**config.mk**
```make
export PLATFORM = sky130hd
export DESIGN_NAME = tl_error_slave
export DESIGN_NICKNAME = d
export VERILOG_FILES = /design/src/rtl/tl_error_slave.sv
export SDC_FILE = /design/constraint.sdc
export NUM_CORES = 1
export LEC_CHECK = 0
export BUFFER_PORTS_ARGS = -buffer_cell sky130_fd_sc_hd__clkbuf_2
export CAP_MARGIN = 20
export CORE_MARGIN = 4
export CORE_UTILIZATION = 40
export DETAILED_ROUTE_END_ITERATION = 8
export PLACE_DENSITY = 0.71
export SKIP_LAST_GASP = 1
export SLEW_MARGIN = 20
export SYNTH_ARGS = -nofsm -noshare
export SYNTH_HDL_FRONTEND = slang
export SYNTH_SLANG_ARGS = --single-unit
```
**constraint.sdc**
```tcl
create_clock -name clock -period 3.8 [get_ports clock]
set_clock_uncertainty 0.1 [all_clocks]
set_input_delay 0.38 -clock clock [delete_from_list [all_inputs] [get_ports clock]]
set_output_delay 0.38 -clock clock [all_outputs]
set_load 0.02 [all_outputs]
```
**src/rtl/tl_error_slave.sv**
```systemverilog
// tl_error_slave: TileLink-UH sink that answers every request with a denied response.
// A-channel requests are queued as {opcode, size, source}. Each queue entry is replayed
// on the D channel as the matching ack type, with d_denied set.
// Optional feature: define TL_ERROR_SLAVE_COUNT_EN to build a saturating counter of
// denied responses on err_count. Without it, err_count is tied to zero.
module tl_error_slave #(
  parameter int unsigned DATA_W = 32,
  parameter int unsigned SRC_W  = 4,
  parameter int unsigned SIZE_W = 3,
  parameter int unsigned ADDR_W = 32,
  parameter int unsigned DEPTH  = 2
) (
  input  logic                clock,
  input  logic                reset_n,
  input  logic                a_valid,
  output logic                a_ready,
  input  logic [2:0]          a_opcode,
  input  logic [2:0]          a_param,
  input  logic [SIZE_W-1:0]   a_size,
  input  logic [SRC_W-1:0]    a_source,
  input  logic [ADDR_W-1:0]   a_address,
  input  logic [DATA_W/8-1:0] a_mask,
  input  logic [DATA_W-1:0]   a_data,
  input  logic                a_corrupt,
  output logic                d_valid,
  input  logic                d_ready,
  output logic [2:0]          d_opcode,
  output logic [1:0]          d_param,
  output logic [SIZE_W-1:0]   d_size,
  output logic [SRC_W-1:0]    d_source,
  output logic                d_sink,
  output logic                d_denied,
  output logic                d_corrupt,
  output logic [DATA_W-1:0]   d_data,
  output logic [15:0]         err_count
);

  localparam int unsigned PtrW     = (DEPTH > 1) ? $clog2(DEPTH) : 1;
  localparam int unsigned CntW     = $clog2(DEPTH + 1);
  localparam int unsigned BeatW    = 2 ** SIZE_W;
  localparam int unsigned BusBytes = DATA_W / 8;
  localparam logic [PtrW-1:0] LastPtr = PtrW'(DEPTH - 1);
  localparam logic [CntW-1:0] Full    = CntW'(DEPTH);

  // Number of bus beats for a transfer of 2^sz bytes, minus one.
  function automatic logic [BeatW-1:0] beats_m1(input logic [SIZE_W-1:0] sz);
    int unsigned bytes;
    bytes = 32'd1 << sz;
    if (bytes <= BusBytes) return '0;
    return BeatW'(bytes / BusBytes - 1);
  endfunction

  function automatic logic [PtrW-1:0] ptr_inc(input logic [PtrW-1:0] p);
    return (p == LastPtr) ? '0 : p + PtrW'(1);
  endfunction

  logic [2:0]        ent_op_q   [DEPTH];
  logic [SIZE_W-1:0] ent_size_q [DEPTH];
  logic [SRC_W-1:0]  ent_src_q  [DEPTH];

  logic [PtrW-1:0]  wr_ptr_q, wr_ptr_d, rd_ptr_q, rd_ptr_d;
  logic [CntW-1:0]  count_q, count_d;
  logic [BeatW-1:0] a_beat_q, a_beat_d, d_beat_q, d_beat_d;
  logic             a_ready_q, a_ready_d;
  logic             a_fire, enq, d_fire, d_last, deq;
  logic [2:0]        head_op;
  logic [SIZE_W-1:0] head_size;
  logic [SRC_W-1:0]  head_src;
  logic              head_data;

  assign a_ready   = a_ready_q;
  assign d_valid   = (count_q != '0);
  assign head_op   = ent_op_q[rd_ptr_q];
  assign head_size = ent_size_q[rd_ptr_q];
  assign head_src  = ent_src_q[rd_ptr_q];
  // Arithmetic, Logical and Get return data beats (marked corrupt since the data is bogus).
  assign head_data = (head_op == 3'd2) || (head_op == 3'd3) || (head_op == 3'd4);

  // Address, param and write payload play no part in a denied response.
  logic unused_inputs;
  assign unused_inputs = ^{a_param, a_address, a_mask, a_data, a_corrupt};

  // Next-state for A/D beat counters, queue pointers, occupancy and a_ready.
  always_comb begin
    a_fire   = a_valid && a_ready_q;
    enq      = 1'b0;
    a_beat_d = a_beat_q;
    if (a_fire) begin
      // Opcodes 0..3 carry data and may span several A beats.
      if (!a_opcode[2] && (a_beat_q != beats_m1(a_size))) begin
        a_beat_d = a_beat_q + BeatW'(1);
      end else begin
        a_beat_d = '0;
        enq      = 1'b1;
      end
    end

    d_fire   = d_valid && d_ready;
    d_last   = !head_data || (d_beat_q == beats_m1(head_size));
    deq      = d_fire && d_last;
    d_beat_d = d_beat_q;
    if (d_fire) d_beat_d = d_last ? '0 : d_beat_q + BeatW'(1);

    wr_ptr_d = enq ? ptr_inc(wr_ptr_q) : wr_ptr_q;
    rd_ptr_d = deq ? ptr_inc(rd_ptr_q) : rd_ptr_q;
    count_d  = count_q;
    if (enq && !deq) count_d = count_q + CntW'(1);
    if (!enq && deq) count_d = count_q - CntW'(1);

    // A burst in flight already owns its slot, so it is never stalled mid-way.
    a_ready_d = (a_beat_d != '0) || (count_d < Full);
  end

  // Control state register.
  always_ff @(posedge clock or negedge reset_n) begin
    if (!reset_n) begin
      wr_ptr_q  <= '0;
      rd_ptr_q  <= '0;
      count_q   <= '0;
      a_beat_q  <= '0;
      d_beat_q  <= '0;
      a_ready_q <= 1'b0;
    end else begin
      wr_ptr_q  <= wr_ptr_d;
      rd_ptr_q  <= rd_ptr_d;
      count_q   <= count_d;
      a_beat_q  <= a_beat_d;
      d_beat_q  <= d_beat_d;
      a_ready_q <= a_ready_d;
    end
  end

  // Queue storage, written on the last A beat; contents only matter while counted.
  always_ff @(posedge clock) begin
    if (enq) begin
      ent_op_q[wr_ptr_q]   <= a_opcode;
      ent_size_q[wr_ptr_q] <= a_size;
      ent_src_q[wr_ptr_q]  <= a_source;
    end
  end

  // D-channel fields from the queue head, forced to zero while the queue is empty.
  always_comb begin
    d_opcode  = 3'd0;
    d_param   = 2'd0;
    d_size    = '0;
    d_source  = '0;
    d_sink    = 1'b0;
    d_denied  = 1'b0;
    d_corrupt = 1'b0;
    d_data    = '0;
    if (d_valid) begin
      d_size    = head_size;
      d_source  = head_src;
      d_denied  = 1'b1;
      d_corrupt = head_data;
      case (head_op)
        3'd2, 3'd3, 3'd4: d_opcode = 3'd1;
        3'd5:             d_opcode = 3'd2;
        default:          d_opcode = 3'd0;
      endcase
    end
  end

`ifdef TL_ERROR_SLAVE_COUNT_EN
  logic [15:0] err_q;

  // Count completed denied responses, saturating.
  always_ff @(posedge clock or negedge reset_n) begin
    if (!reset_n) begin
      err_q <= 16'h0;
    end else if (deq && (err_q != 16'hFFFF)) begin
      err_q <= err_q + 16'd1;
    end
  end

  assign err_count = err_q;
`else
  assign err_count = 16'h0;
`endif

endmodule
```
==> out/metrics.csv, run 1 <==
stage;metric;value;unit
status;status;finished, final reports clean;
synth;syn_area_per_cell;9.46;um^2
grt;track_usage;0.119;
sta;hold_viol_final;0;
placed_design;place.gp.congestion;0.830;
sta;worst_slew_pin_slew;0.544;ns
hold_path;whs_endpoint;ent_src_q[1][3];
placed_design;place_ws;0.225;ns
sta;min_period_over_period;0.862;
critical_path;r2r_slack;0.60;ns
layout;nFillCells;674;
layout;antenna_cells;0;
die;io-pin-count;151;
critical_path;worstPathCellList;clkbuf_2 -> or3b_2 -> ha_1 -> or4b_1 -> o211ai_1 -> and4_1 -> a21o_1 -> nand2_1 -> ha_1 -> a211oi_1 -> a21oi_1 -> and3_1 -> and3_1 -> a31oi_1;
critical_path;critPathMaxFanout;9;
placed_design;hpwl;3.82;mm
sta;fmax;305;MHz
sta;fin_crit;3.27;ns
synth;ys_ff_latch;41;
detailed_routing;first_pass_iters;4;
synth;ys_top_cells_by_count;55 x buf_4, 23 x nand2_1, 21 x dfrtp_1;
critical_path;rr_endpoint;a_ready;
hold_path;hp-start;a_source[3];
detailed_routing;avgViaCountPerCell;4.73;
synth;synth-main-ff-cell;dfrtp_1;
synth;ys_seq_area_frac;0.399;
die;die_width;92.0;um
die;die_y;92.0;um
layout;nets;417;
detailed_routing;drt_iter0_drc;101;
clock_network;cts.clk_slew.worst_paths;0.08;ns
sta;rsz0062_at_grt;false;
critical_path;cp-start-kind;input port;
synth;synthesis.area;0.00282;mm^2
detailed_routing;vias;1993;
die;num_rows;30;
clock_network;cts_setup_buffers;0;
clock_network;cts_buffers;5;
grt;grt_max_degree;22;
sta;slew_viol_final;0;
synth;postSynthCellCount;298;
hold_path;hold_class;in2reg;
clock_network;cts.path.max_buffers;2;
power_and_ir_drop;irDropWorstVdd;0.267;mV
critical_path;critical-path-max-stage-delay;0.50;ns
detailed_routing;finalWirelength;5.00;mm
grt;overflow;0;
power_and_ir_drop;power;1.71;mW
hold_path;min_path_cells;1;
die;initial_core_util;0.413;
power_and_ir_drop;leakage;1.30;nW
critical_path;reg2reg_from;rd_ptr_q;
sta;finalSetupTns;0;ns
clock_network;cts.sinks;41;
synth;synthArstFlopShare;0.512;
detailed_routing;ant_nets;0;
critical_path;crit_required;3.92;ns
critical_path;rr_worst_depth;13;
grt;grt_pass1_wl;8.39;mm
clock_network;htree_levels;2;
sta;max_slew_margin;0.637;
detailed_routing;drc;0;
sta;worst_slack;0.526;ns
critical_path;end_kind;flip-flop;
power_and_ir_drop;power_density;580;mW/mm^2
sta;hold_slack;0.174;ns
synth;synth_top_cell_area_share;0.213;
clock_network;cts_root_buffer;clkbuf_8;
grt;antenna_found_initial;0;
placed_design;placed_area;0.00285;mm^2
critical_path;path_class;in2reg;
synth;yosys-top-cells-area;edfxtp_1 21%, dfrtp_1 19%, buf_4 15%, ha_1 3.1%, nand2_1 3.1%;
clock_network;clk_latency;0.29;ns
layout;flow.area_growth_from_synthesis;4.66;%
die;die_area;0.00845;mm^2
synth;synth_edf_count;20;
synth;synth_largest_area_cell;edfxtp_1;
layout;finalInstanceArea;0.00295;mm^2
synth;synth_cell_types;53;
critical_path;cp_slowest_cell;or4b_1;
critical_path;worstPathArrival;3.40;ns
grt;grt_pass1_vias;1869;
job;drv_cap;0;
sta;setup_viol_count_final;0;
layout;drive_above_1_share;0.160;
die;fp.coreArea;0.00683;mm^2
detailed_routing;routedWlPerCell;11.9;um
synth;yosys_warnings;0;
clock_network;cts_tree;done;
synth;synth.most_common_cell;buf_4;
placed_design;portBuffers;26;
==> critical path: cells and delay by family <==
kind	cells	cell delay (ns)
adder cells (fa/ha/maj)	2	0.55
AND/OR/NAND/NOR	6	1.67
buffers and inverters	1	0.08
AO/OA/AOI/OAI	5	0.72
==> cells by family after synthesis <==
family | count (synthesis) | synth area share
XOR/XNOR | 14 | 0.0435
flip-flops | 41 | 0.399
AND/OR/NAND/NOR | 106 | 0.202
other | 1 | 0.00133
AO/OA/AOI/OAI | 43 | 0.110
multiplexers | 8 | 0.0302
adder cells (fa/ha/maj) | 7 | 0.0311
buffers and inverters | 78 | 0.183
==> sequential cells by signal, summed over array words and instances, names as in the netlist <==
register and count:
a_beat_q 8, a_ready 1, count_q 2, d_beat_q 8, ent_op_q 6, ent_size_q 6
ent_src_q 8, rd_ptr_q 1, wr_ptr_q 1
==> final cells by class <==
cell class,count,area (um^2),share of cell area
inverters,9,33.8,0.0115
repair buffers,37,215,0.0729
flip-flops and latches,41,1130,0.382
clock inverters,3,17.5,0.00594
well taps,96,120,0.0407
multi-input cells,230,1370,0.464
clock buffers,5,68.8,0.0233
==> worst max-delay path by stage <==
| stage | from | to | slack (ns) | cells after the start |
|---|---|---|---|---|
| 4_1_cts | a_size[0] | a_ready | 0.52 | 15 |
| 5_1_grt | rd_ptr_q | a_ready | 0.18 | 13 |
| 3_3_place_gp | a_size[0] | a_ready | 0.26 | 14 |
| 6_report | a_size[0] | a_ready | 0.53 | 14 |
| 3_5_place_dp | a_size[0] | a_ready | 0.22 | 15 |
| 2_1_floorplan | a_size[2] | ent_op_q[0][0] | 0.28 | 9 |
==> where the power goes <==
part / switching (mW) / internal, mW
clock network: 0.153 / 0.127
logic: 0.463 / 0.300
registers: 0.115 / 0.554
total: 0.731 / 0.980
==> stage by stage <==
stage | util | instances
3_5_place_dp | 0.418 | 412
3_3_place_gp | 0.418 | 412
6_report | 0.432 | 421
5_1_grt | 0.432 | 421
2_1_floorplan | - | 349
4_1_cts | 0.432 | 421
==> per-layer routing <==
layer | track usage | share of wire | up-vias
li1 | - | - | 988
met1 | 0.154 | 0.45 | 951
met2 | 0.205 | 0.50 | 49
met3 | 0.0254 | 0.050 | 5
met4 | 0.0272 | 0.0062 | 0
met5 | 0 | 0 | -
==> layout by cell type, fill, tap and decap left out, types with 3 or more instances in the layout <==
cell	synthesis	final
nor2_1	18	18
nor2b_1	7	7
o211ai_1	3	3
o21ai_1	6	6
clkbuf_2	0	26
a211oi_1	3	3
buf_4	55	10
a21oi_1	11	11
clkbuf_8	0	5
and4_1	4	4
nand3_1	11	11
xnor2_1	7	7
dfrtp_1	21	21
o21ai_0	3	3
and3_1	6	6
nand2_1	23	23
mux2i_1	7	7
edfxtp_1	20	20
nor4_1	4	4
xor2_1	7	7
conb_1	1	52
inv_1	8	8
ha_1	7	7
nor3_1	13	13
==> repair_timing <==
item,4_1_cts,5_1_grt
endpoints found under the setup margin,0,0
hold buffers,1,0
endpoints found under the hold margin,21,0
resized for setup,0,0
Note: power is estimated with default switching activity, not from simulation.
==> inputs of run 2 (changes only) <==
--- a/config.mk
+++ b/config.mk
@@ -10,7 +10,7 @@
 export CORE_MARGIN = 4
 export CORE_UTILIZATION = 40
 export DETAILED_ROUTE_END_ITERATION = 8
-export PLACE_DENSITY = 0.71
+export PLACE_DENSITY = 0.73
 export SKIP_LAST_GASP = 1
 export SLEW_MARGIN = 20
 export SYNTH_ARGS = -nofsm -noshare
==> out/metrics.csv, run 2 (synthesized netlist as in run 1, its figures left out) <==
stage;metric;value;unit
status;status;finished, final reports clean;
clock_network;htree_levels;2;
placed_design;place.gp.congestion;0.864;
grt;overflow;0;
detailed_routing;routedWlPerCell;12.0;um
placed_design;hpwl;3.86;mm
die;die_y;92.0;um
grt;grt_pass1_wl;8.56;mm
detailed_routing;first_pass_iters;5;
die;io-pin-count;151;
critical_path;cp-start-kind;input port;
clock_network;cts_root_buffer;clkbuf_8;
sta;finalSetupTns;0;ns
power_and_ir_drop;power_density;580;mW/mm^2
sta;min_period_over_period;0.878;
power_and_ir_drop;irDropWorstVdd;0.243;mV
die;die_area;0.00845;mm^2
critical_path;end_kind;flip-flop;
grt;grt_pass1_vias;1907;
placed_design;placed_area;0.00285;mm^2
sta;max_slew_margin;0.640;
sta;slew_viol_final;0;
grt;grt_max_degree;22;
detailed_routing;finalWirelength;5.05;mm
grt;antenna_found_initial;0;
clock_network;cts.path.max_buffers;2;
critical_path;r2r_slack;0.70;ns
clock_network;cts_buffers;5;
detailed_routing;drt_iter0_drc;78;
clock_network;cts.sinks;41;
clock_network;cts_tree;done;
clock_network;cts.clk_slew.worst_paths;0.08;ns
placed_design;portBuffers;26;
critical_path;crit_required;3.91;ns
power_and_ir_drop;leakage;1.30;nW
hold_path;hold_class;in2reg;
detailed_routing;ant_nets;0;
sta;fmax;300;MHz
sta;worst_slew_pin_slew;0.540;ns
layout;top_regs;a_beat_q: 8 flops, d_beat_q: 8 flops, ent_src_q: 8 flops;
detailed_routing;vias;2008;
die;initial_core_util;0.413;
die;num_rows;30;
detailed_routing;drc;0;
die;fp.coreArea;0.00683;mm^2
layout;final_common_cell;conb_1;
sta;hold_viol_final;0;
sta;fin_crit;3.33;ns
detailed_routing;avgViaCountPerCell;4.78;
layout;finalInstanceArea;0.00294;mm^2
critical_path;path_class;in2reg;
layout;most-common-layout-cells;52 x conb_1, 26 x clkbuf_2, 23 x nand2_1;
grt;track_usage;0.121;
layout;drive_above_1_share;0.157;
clock_network;clk_latency;0.29;ns
job;drv_cap;0;
die;die_width;92.0;um
layout;flow.area_growth_from_synthesis;4.39;%
sta;setup_viol_count_final;0;
layout;nets;416;
sta;rsz0062_at_grt;false;
critical_path;worstPathArrival;3.44;ns
critical_path;critPathMaxFanout;9;
layout;antenna_cells;0;
[run 2: cell count changes in the layout (fill, tap and decap cells not counted)]
cell	before	now
buf_4	10	9
[run 2: power by group]
group	internal, mW	switching (mW)
sequential	0.554	0.108
clock	0.127	0.153
combinational	0.294	0.470
total	0.975	0.732
[run 2: worst paths after layout]
| path | startpoint | to | depth (start not counted) |
|---|---|---|---|
| hold reg to reg | count_q[0] | count_q[0] | 2 |
| max in group asynchronous | reset_n | wr_ptr_q | 2 |
| hold / removal | a_opcode[1] | ent_op_q[1][1] | 1 |
| min in group asynchronous | reset_n | a_beat_q[2] | 2 |
| setup reg to reg | rd_ptr_q | a_ready | 13 |
| setup / recovery | a_size[0] | a_ready | 14 |
[run 2: routing by layer]
metal | vias up | part of all wire | track usage
met2 | 52 | 0.51 | 0.214
met3 | 3 | 0.045 | 0.0254
met4 | 0 | 0.0038 | 0.0297
met5 | - | 0 | 0
met1 | 957 | 0.44 | 0.151
li1 | 996 | - | -
[run 2: timing repair]
action / in CTS / in global routing
setup buffers: 0 / 0
endpoints found under the hold margin: 21 / 0
gates resized for setup: 0 / 0
hold buffers: 1 / 0
[run 2: area by class of cell]
| class | instances | area [um^2] |
|---|---|---|
| fill | 685 | 3890 |
| multi-input combinational | 230 | 1370 |
| inverter | 9 | 33.8 |
| tap | 96 | 120 |
| timing repair buffer | 36 | 208 |
| clock buffer | 5 | 68.8 |
| clock inverter | 3 | 17.5 |
| sequential | 41 | 1130 |
[run 2: critical path: stages]
cell	delay [ns]
clkbuf_2	0.08
or3b_2	0.49
ha_1	0.32
or4b_1	0.50
o211ai_1	0.12
and4_1	0.31
a21o_1	0.16
nand2_1	0.06
ha_1	0.23
a211oi_1	0.22
a21oi_1	0.09
and3_1	0.16
and3_1	0.18
a31oi_1	0.15
[run 2: per-stage QoR]
| stage | power, mW | setup WS [ns] | utilization | instances | hold WS [ns] |
|---|---|---|---|---|---|
| floorplan | 1.29 | 0.284 | - | 349 | -0.0156 |
| global placement | 1.42 | 0.259 | 0.417 | 411 | 0.282 |
| detailed placement | 1.44 | 0.189 | 0.417 | 411 | 0.294 |
| CTS | 1.72 | 0.471 | 0.431 | 420 | 0.170 |
| global route | 1.84 | 0.249 | 0.431 | 420 | 0.170 |
| finish | 1.71 | 0.465 | 0.431 | 420 | 0.182 |
